--- config.mk ---
export PLATFORM = sky130hd
export DESIGN_NAME = dmem_responder
export DESIGN_NICKNAME = d
export VERILOG_FILES = /design/src/rtl/dmem_pkg.sv /design/src/rtl/dmem_array.sv /design/src/rtl/dmem_responder.sv
export SDC_FILE = /design/constraint.sdc
export NUM_CORES = 2
export LEC_CHECK = 0
export CAP_MARGIN = 10
export CORE_MARGIN = 2
export CORE_UTILIZATION = 45
export CTS_CLUSTER_SIZE = 14
export DETAILED_ROUTE_END_ITERATION = 10
export PLACE_DENSITY_LB_ADDON = 0.12
export RECOVER_POWER = 100
export SLEW_MARGIN = 20
export SYNTH_ARGS = -nofsm -noshare
export SYNTH_HDL_FRONTEND = slang
export SYNTH_SLANG_ARGS = --single-unit
--- constraint.sdc ---
create_clock -name clock -period 4.95 [get_ports clock]
set_input_delay 0.99 -clock clock [delete_from_list [all_inputs] [get_ports clock]]
set_output_delay 0.99 -clock clock [all_outputs]
set_load 0.05 [all_outputs]
--- src/rtl/dmem_pkg.sv ---
// rtl/dmem_pkg.sv - shared state encodings and index-width helper for the data memory responder
package dmem_pkg;

    typedef enum logic [1:0] {
        ST_IDLE = 2'd0,
        ST_BUSY = 2'd1,
        ST_RESP = 2'd2
    } dmem_state_e;

    // Number of bits needed to index a word array of the given depth.
    function automatic int unsigned dmem_idx_width(input int unsigned depth);
        return (depth <= 1) ? 1 : $clog2(depth);
    endfunction

endpackage

--- src/rtl/dmem_array.sv ---
// rtl/dmem_array.sv - DEPTH x DATA_W word store, synchronous write, combinational read, no reset
module dmem_array #(
    parameter int DATA_W = 32,
    parameter int DEPTH  = 64,
    parameter int IDX_W  = 6
) (
    input  logic              clock,
    input  logic              we_i,
    input  logic [IDX_W-1:0]  idx_i,
    input  logic [DATA_W-1:0] wdata_i,
    output logic [DATA_W-1:0] rdata_o
);

    logic [DATA_W-1:0] mem_q [DEPTH];

    // Read is combinational so a same-edge write is never visible to the access that caused it.
    assign rdata_o = mem_q[idx_i];

    // Contents survive reset; only the write port updates them.
    always_ff @(posedge clock) begin
        if (we_i) begin
            mem_q[idx_i] <= wdata_i;
        end
    end

endmodule

--- src/rtl/dmem_responder.sv ---
// rtl/dmem_responder.sv - fixed-latency load/store responder; optional DMEM_MISALIGN_CHECK_EN adds rsp_err
module dmem_responder
    import dmem_pkg::*;
#(
    parameter int DATA_W  = 32,
    parameter int ADDR_W  = 32,
    parameter int DEPTH   = 64,
    parameter int LATENCY = 3
) (
    input  logic              clock,
    input  logic              reset,
    input  logic              req_valid,
    output logic              req_ready,
    input  logic [ADDR_W-1:0] req_addr,
    input  logic [DATA_W-1:0] req_wdata,
    input  logic              req_write,
    input  logic              req_read,
    output logic              rsp_valid,
    input  logic              rsp_ready,
    output logic [DATA_W-1:0] rsp_rdata
`ifdef DMEM_MISALIGN_CHECK_EN
    ,
    output logic              rsp_err
`endif
);

    localparam int IDX_W = dmem_idx_width(DEPTH);
    localparam logic [3:0] CNT_INIT = 4'(LATENCY - 1);

    dmem_state_e       state_q, state_d;
    logic [3:0]        cnt_q, cnt_d;
    logic              init_q;
    logic [IDX_W-1:0]  idx_q;
    logic [DATA_W-1:0] wdata_q;
    logic              write_q, read_q, mis_q;
    logic [DATA_W-1:0] rsp_rdata_q, rsp_rdata_d;
`ifdef DMEM_MISALIGN_CHECK_EN
    logic              rsp_err_q, rsp_err_d;
`endif

    logic              capture;
    logic              do_access;
    logic [IDX_W-1:0]  acc_idx;
    logic [DATA_W-1:0] acc_wdata;
    logic              acc_write, acc_read, acc_mis;
    logic              req_mis;
    logic [DATA_W-1:0] arr_rdata;
    logic              unused_addr;

    // Only the word-index bits (and, with the check, the byte offset) matter.
    assign unused_addr = ^{req_addr[ADDR_W-1:IDX_W+2], req_addr[1:0]};

`ifdef DMEM_MISALIGN_CHECK_EN
    assign req_mis = (req_addr[1:0] != 2'b00);
    assign rsp_err = rsp_err_q;
`else
    assign req_mis = 1'b0;
`endif

    assign req_ready = init_q && (state_q == ST_IDLE);
    assign rsp_valid = (state_q == ST_RESP);
    assign rsp_rdata = rsp_rdata_q;

    dmem_array #(
        .DATA_W (DATA_W),
        .DEPTH  (DEPTH),
        .IDX_W  (IDX_W)
    ) u_array (
        .clock   (clock),
        .we_i    (do_access && acc_write && !acc_mis),
        .idx_i   (acc_idx),
        .wdata_i (acc_wdata),
        .rdata_o (arr_rdata)
    );

    // Next-state, latency countdown and response value; the access fires on the final edge.
    always_comb begin
        state_d     = state_q;
        cnt_d       = cnt_q;
        rsp_rdata_d = rsp_rdata_q;
`ifdef DMEM_MISALIGN_CHECK_EN
        rsp_err_d   = rsp_err_q;
`endif
        capture     = 1'b0;
        do_access   = 1'b0;
        acc_idx     = idx_q;
        acc_wdata   = wdata_q;
        acc_write   = write_q;
        acc_read    = read_q;
        acc_mis     = mis_q;

        case (state_q)
            ST_IDLE: begin
                if (req_valid && req_ready) begin
                    capture = 1'b1;
                    if (LATENCY == 1) begin
                        // Single-cycle latency bypasses BUSY and uses the live request.
                        do_access = 1'b1;
                        acc_idx   = req_addr[2 +: IDX_W];
                        acc_wdata = req_wdata;
                        acc_write = req_write;
                        acc_read  = req_read;
                        acc_mis   = req_mis;
                        state_d   = ST_RESP;
                    end else begin
                        cnt_d   = CNT_INIT;
                        state_d = ST_BUSY;
                    end
                end
            end
            ST_BUSY: begin
                if (cnt_q == 4'd0) begin
                    do_access = 1'b1;
                    state_d   = ST_RESP;
                end else begin
                    cnt_d = cnt_q - 4'd1;
                end
            end
            ST_RESP: begin
                if (rsp_ready) begin
                    state_d     = ST_IDLE;
                    rsp_rdata_d = '0;
`ifdef DMEM_MISALIGN_CHECK_EN
                    rsp_err_d   = 1'b0;
`endif
                end
            end
            default: state_d = ST_IDLE;
        endcase

        if (do_access) begin
            // Writes win over reads; no-ops and misaligned accesses return zero.
            rsp_rdata_d = (acc_read && !acc_write && !acc_mis) ? arr_rdata : '0;
`ifdef DMEM_MISALIGN_CHECK_EN
            rsp_err_d   = acc_mis;
`endif
        end
    end

    // State, counter and response registers; reset abandons any in-flight access.
    always_ff @(posedge clock or posedge reset) begin
        if (reset) begin
            state_q     <= ST_IDLE;
            cnt_q       <= 4'd0;
            init_q      <= 1'b0;
            rsp_rdata_q <= '0;
`ifdef DMEM_MISALIGN_CHECK_EN
            rsp_err_q   <= 1'b0;
`endif
        end else begin
            state_q     <= state_d;
            cnt_q       <= cnt_d;
            init_q      <= 1'b1;
            rsp_rdata_q <= rsp_rdata_d;
`ifdef DMEM_MISALIGN_CHECK_EN
            rsp_err_q   <= rsp_err_d;
`endif
        end
    end

    // Request capture so req_* need not be held after acceptance.
    always_ff @(posedge clock or posedge reset) begin
        if (reset) begin
            idx_q   <= '0;
            wdata_q <= '0;
            write_q <= 1'b0;
            read_q  <= 1'b0;
            mis_q   <= 1'b0;
        end else if (capture) begin
            idx_q   <= req_addr[2 +: IDX_W];
            wdata_q <= req_wdata;
            write_q <= req_write;
            read_q  <= req_read;
            mis_q   <= req_mis;
        end
    end

endmodule

==> results.txt <==
- Data required time of the critical path: 5400 ps
* Clock-pin slew on the worst setup and hold paths: 60 ps
- The worst setup path is captured at a flip-flop.
- The pre-antenna-repair detailed-routing pass consisted of 5 iterations.
- For the worst-skew pair, the clock arrives at the later sink with an insertion delay of between 800 and 900 ps.
- After routing the design area is 0.09210 sq mm.
- Post-DR wirelength/cell: 31.71 um
- Max incr delay on CP: between 600 and 700 ps
- Synthesis handed over a netlist of between 4000 and 5000 instances.
- The worst register-to-register path begins at cnt_q[0]$_DFFE_PP0P_.
- During synthesis, Yosys emitted a total of 0 warnings.
- The initial antenna violation count was 9.
* DP Wirelength: ~130000 um
- Counting flops and latches in the post-synthesis netlist gives around 2100.
- Worst endpoint data arrival time: between 4000 and 5000 ps
- Total clock buffers created by CTS: about 210
- Of the post-synthesis cell area, the part taken by muxes is 9.304%.
* Setup Total Neg Slack: 0 ps
- Synthesis produced a netlist with a net count of 4291.
- Before CTS, the worst setup slack after placement is 894.6 ps.
* RSZ-0062 raised after global routing: no
- Final period utilization: 88.84%
* Maximum clock rate: roughly 230 MHz
* Combined buffer and inverter count along the critical path: 4
- Compared with the post-synthesis result, the final layout area differs by 14.35%.
* Instance area at placement: around 0.086 sq mm
* Starting Density: 45.19%
* Final GP Congestion: approximately 0.89
* CP Capture Point: u_array.mem_q[31][10]$_DFFE_PP_
- Register-to-register path setup slack: ~550 ps
* Average vias per placed instance: approximately 6.1
- Summed over all instances, the cell type with the most area after synthesis is sky130_fd_sc_hd__edfxtp_1.
- Power per cell area: a little over 600 mW/mm^2
- Cell with the largest stage delay on the worst path: sky130_fd_sc_hd__clkbuf_4
- The critical path starts at cnt_q[0]$_DFFE_PP0P_.
- Violations in the final reports: max-capacitance violations, max-slew violations
* Number of gates given a new drive strength after cts: 0
- Post-synth EDFFs: 2048
- The min-delay analysis places its worst path in the category flip-flop to flip-flop.
* Chip height: about 430 um
- The signal on the critical path passes through inv_1, ha_1, or3b_2, nor3b_1, clkbuf_1, nand2_1, nor2_1, nand2_1, clkbuf_1, nor2_1, clkbuf_4.
- Worst R2R Path Depth: 11
- At the end of the flow, the number of nets in the layout was approximately 4500.
* Fraction of the yosys area taken by sequential cells: between 70 and 80%
- End of the worst register-to-register path: u_array.mem_q[31][10]$_DFFE_PP_
- For this design, the CTS-stage hold fixing added 0 buffers.
- Remaining DRCs: 0
* Final critical path time including I/O delays and setup: between 4000 and 5000 ps
- Async set or reset register ratio after synthesis: between 3 and 4%
- The H-tree was split into 4 levels.
- Library cell with the highest instance count after synthesis: sky130_fd_sc_hd__edfxtp_1
- In the post-synthesis netlist, the biggest area contributors are sky130_fd_sc_hd__edfxtp_1 76%, sky130_fd_sc_hd__mux2i_1 5.3%, sky130_fd_sc_hd__mux4_2 3.4%, sky130_fd_sc_hd__a221o_1 2.9%, sky130_fd_sc_hd__dfrtp_1 2.5%.
* Horizontal die dimension: 427.1 um
- Placed Cells: approximately 6600
- The number of hold violations in the final report came to 0.
- The final route contains roughly 42000 vias.
- Of the total synthesized cell area, the portion taken by full adders, half adders and majority gates is less than 1%.
* Remaining antenna violation count: 0
* Max-slew headroom: -173.7%
- Status: complete, but fails checks
* Netlist area before placement: around 0.081 sq mm
- Number of maximum-capacitance violations: 35
- Counting along the longest clock path gives a buffer depth of 3.
- In this run the worst path has a maximum fanout of 32.
- 104 I/O pins were placed.
* Overall fraction of global-route tracks in use: 24.15%
- Cell types with the highest counts after synthesis: 2048 x sky130_fd_sc_hd__edfxtp_1, 428 x sky130_fd_sc_hd__mux2i_1, 303 x sky130_fd_sc_hd__o22ai_1
- Setup CP Type: flip-flop to flip-flop
- Fill cell instance count of the final layout: approximately 14000
- Overall die area: 0.1824 sq mm
- Skew final: roughly 27 ps
* Dominant combinational cell family by area after synthesis: multiplexers
- Global route total overflow: 0
- For the pin with the worst max-slew slack, the measured transition is roughly 4100 ps.
* Number of core rows: about 160
- Number of cells on the critical path: 11
- Detailed router's first-iteration violation count: 4833
* Global-route wire length before repair: 311900 um
- Post-CTS setup-driven buffer insertion count: 0
- Input/output buffers: 77
- Endpoints failing setup: 0
* CTS Root Buffer Type: sky130_fd_sc_hd__clkbuf_16
* Proportion of layout cells with a drive suffix above 1: between 10% and 20%
- The synthesized netlist devotes less than 1% of its cell area to XOR and XNOR gates.
* Yosys cell types: 52
- Among all flip-flop cells after synthesis, the most frequent one is sky130_fd_sc_hd__edfxtp_1.
* Pleak: slightly below 0.03 uW
* Proportion of netlist area held by the largest area contributor: 76.36%
- Setup slack on the critical path of the routed design comes to 552.4 ps.
- Summing the areas of all and, or, nand and nor instances in the mapped netlist gives around 1.5% of the synthesized area.
* Critical path's top delay family: simple AND/OR/NAND/NOR gates
* Clock sinks: roughly 2100
- Slew Viols, Final: approximately 2100
* Average footprint of a synthesized cell: 19.09 sq um
* Pin count of the biggest net entering global routing: 90
- Area fraction in compound gates after synthesis: under 10%
* Via count of the first global-routing pass: between 40000 and 50000
- Across the VDD grid, the largest voltage drop is 681.0 uV.
- Startpoint Class: flip-flop
* Final Non-Filler Cells: between 6000 and 7000
* Core region area: 0.1782 sq mm
* Final Util: between 50% and 60%
* TritonCTS clock tree: yes
- DRT Wirelength: about 220000 um
flip-flops by register name, indices dropped and copies added, names as in the netlist:
| signal | count |
|---|---|
| acc_idx | 6 |
| cnt_q | 4 |
| rsp_rdata | 32 |
| state_q | 2 |
| acc_wdata | 32 |
| acc_read | 1 |
| acc_write | 1 |
| init_q | 1 |
| u_array.mem_q | 2048 |
worst min-delay path by stage:
stage | startpoint | to | slack [ps] | cells after the start
6_report | rsp_rdata[2]$_DFFE_PP0P_ | rsp_rdata[2]$_DFFE_PP0P_ | 490 | 2
5_1_grt | rsp_rdata[8]$_DFFE_PP0P_ | rsp_rdata[8]$_DFFE_PP0P_ | 510 | 2
4_1_cts | rsp_rdata[8]$_DFFE_PP0P_ | rsp_rdata[8]$_DFFE_PP0P_ | 500 | 2
3_5_place_dp | rsp_rdata[8]$_DFFE_PP0P_ | rsp_rdata[8]$_DFFE_PP0P_ | 490 | 2
3_3_place_gp | rsp_rdata[2]$_DFFE_PP0P_ | rsp_rdata[2]$_DFFE_PP0P_ | 490 | 2
2_1_floorplan | acc_read$_DFFE_PP0P_ | acc_read$_DFFE_PP0P_ | 480 | 1
cell type report:
| class | instances | area (sq um) | share of cell area, % |
|---|---|---|---|
| sequential | 2127 | 63520 | 68.97 |
| tap | 2355 | 2947 | 3.199 |
| clock buffer | 274 | 5748 | 6.241 |
| timing repair buffer | 297 | 2631 | 2.857 |
| multi-input combinational | 1794 | 16110 | 17.50 |
| antenna | 9 | 22.52 | 0.02445 |
| clock inverter | 126 | 1094 | 1.187 |
| inverter | 5 | 25.02 | 0.02717 |
worst min-delay path, stage by stage (launching register included):
cell	delay, ps
sky130_fd_sc_hd__dfrtp_1	340
sky130_fd_sc_hd__nand2_1	50
sky130_fd_sc_hd__o21ai_1	60
per-stage QoR:
stage | power [uW] | hold slack [ps]
after floorplan | 33490 | 481.2
after global placement | 40930 | 485.8
after detailed placement | 41140 | 486.7
after CTS | 56890 | 499.4
after global routing | 58750 | 510.8
final | 56830 | 486.5
cells by family after synthesis:
family                     Yosys count
other                                1
muxes                              590
DFF                               2127
xor gates and xnor gates             2
and+or+nand+nor                    240
AOI/OAI and AO/OA                  959
buffers and inverters              298
adders and majority gates            2
cell usage in the layout (no fill, tap or decap), types with 13 or more instances in the layout:
master / synthesis / routed
sky130_fd_sc_hd__edfxtp_1: 2048 / 2048
sky130_fd_sc_hd__mux2i_1: 428 / 428
sky130_fd_sc_hd__o22ai_1: 303 / 303
sky130_fd_sc_hd__a221o_1: 232 / 232
sky130_fd_sc_hd__clkbuf_16: 0 / 220
sky130_fd_sc_hd__a22oi_1: 148 / 148
sky130_fd_sc_hd__a21oi_1: 124 / 123
sky130_fd_sc_hd__mux4_2: 123 / 123
sky130_fd_sc_hd__buf_4: 12 / 114
sky130_fd_sc_hd__clkbuf_1: 139 / 97
sky130_fd_sc_hd__o21ai_0: 49 / 59
sky130_fd_sc_hd__dfrtp_1: 79 / 53
sky130_fd_sc_hd__clkinv_1: 0 / 53
sky130_fd_sc_hd__nand2_1: 47 / 45
sky130_fd_sc_hd__nor2_4: 0 / 43
sky130_fd_sc_hd__clkdlybuf4s50_1: 0 / 42
sky130_fd_sc_hd__nor2_1: 82 / 40
sky130_fd_sc_hd__clkinv_2: 0 / 39
sky130_fd_sc_hd__mux2_2: 39 / 37
sky130_fd_sc_hd__dlygate4sd3_1: 0 / 35
sky130_fd_sc_hd__buf_12: 0 / 35
sky130_fd_sc_hd__or3_1: 32 / 31
sky130_fd_sc_hd__a221oi_1: 30 / 30
sky130_fd_sc_hd__a22o_1: 29 / 29
sky130_fd_sc_hd__nor4_1: 29 / 29
sky130_fd_sc_hd__dfrtp_2: 0 / 23
sky130_fd_sc_hd__clkbuf_2: 0 / 21
sky130_fd_sc_hd__bufinv_16: 0 / 18
sky130_fd_sc_hd__o21ai_1: 23 / 13
per-layer routing:
layer	global-route usage, %	wire, um	share of wire (%)	up-vias
li1	-	-	-	18150
met1	35.69	97820	44	22390
met2	36.89	101300	46	1526
met3	3.710	15020	6.8	285
met4	7.835	7425	3.4	2
met5	0	11	0.0050	-
power by group:
| group | total, uW | switching (uW) | internal [uW] |
|---|---|---|---|
| logic | 17000 | 11700 | 5290 |
| clock network | 15800 | 6730 | 9100 |
| registers | 24000 | 838 | 23100 |
Power figures use the tool's default switching activity.
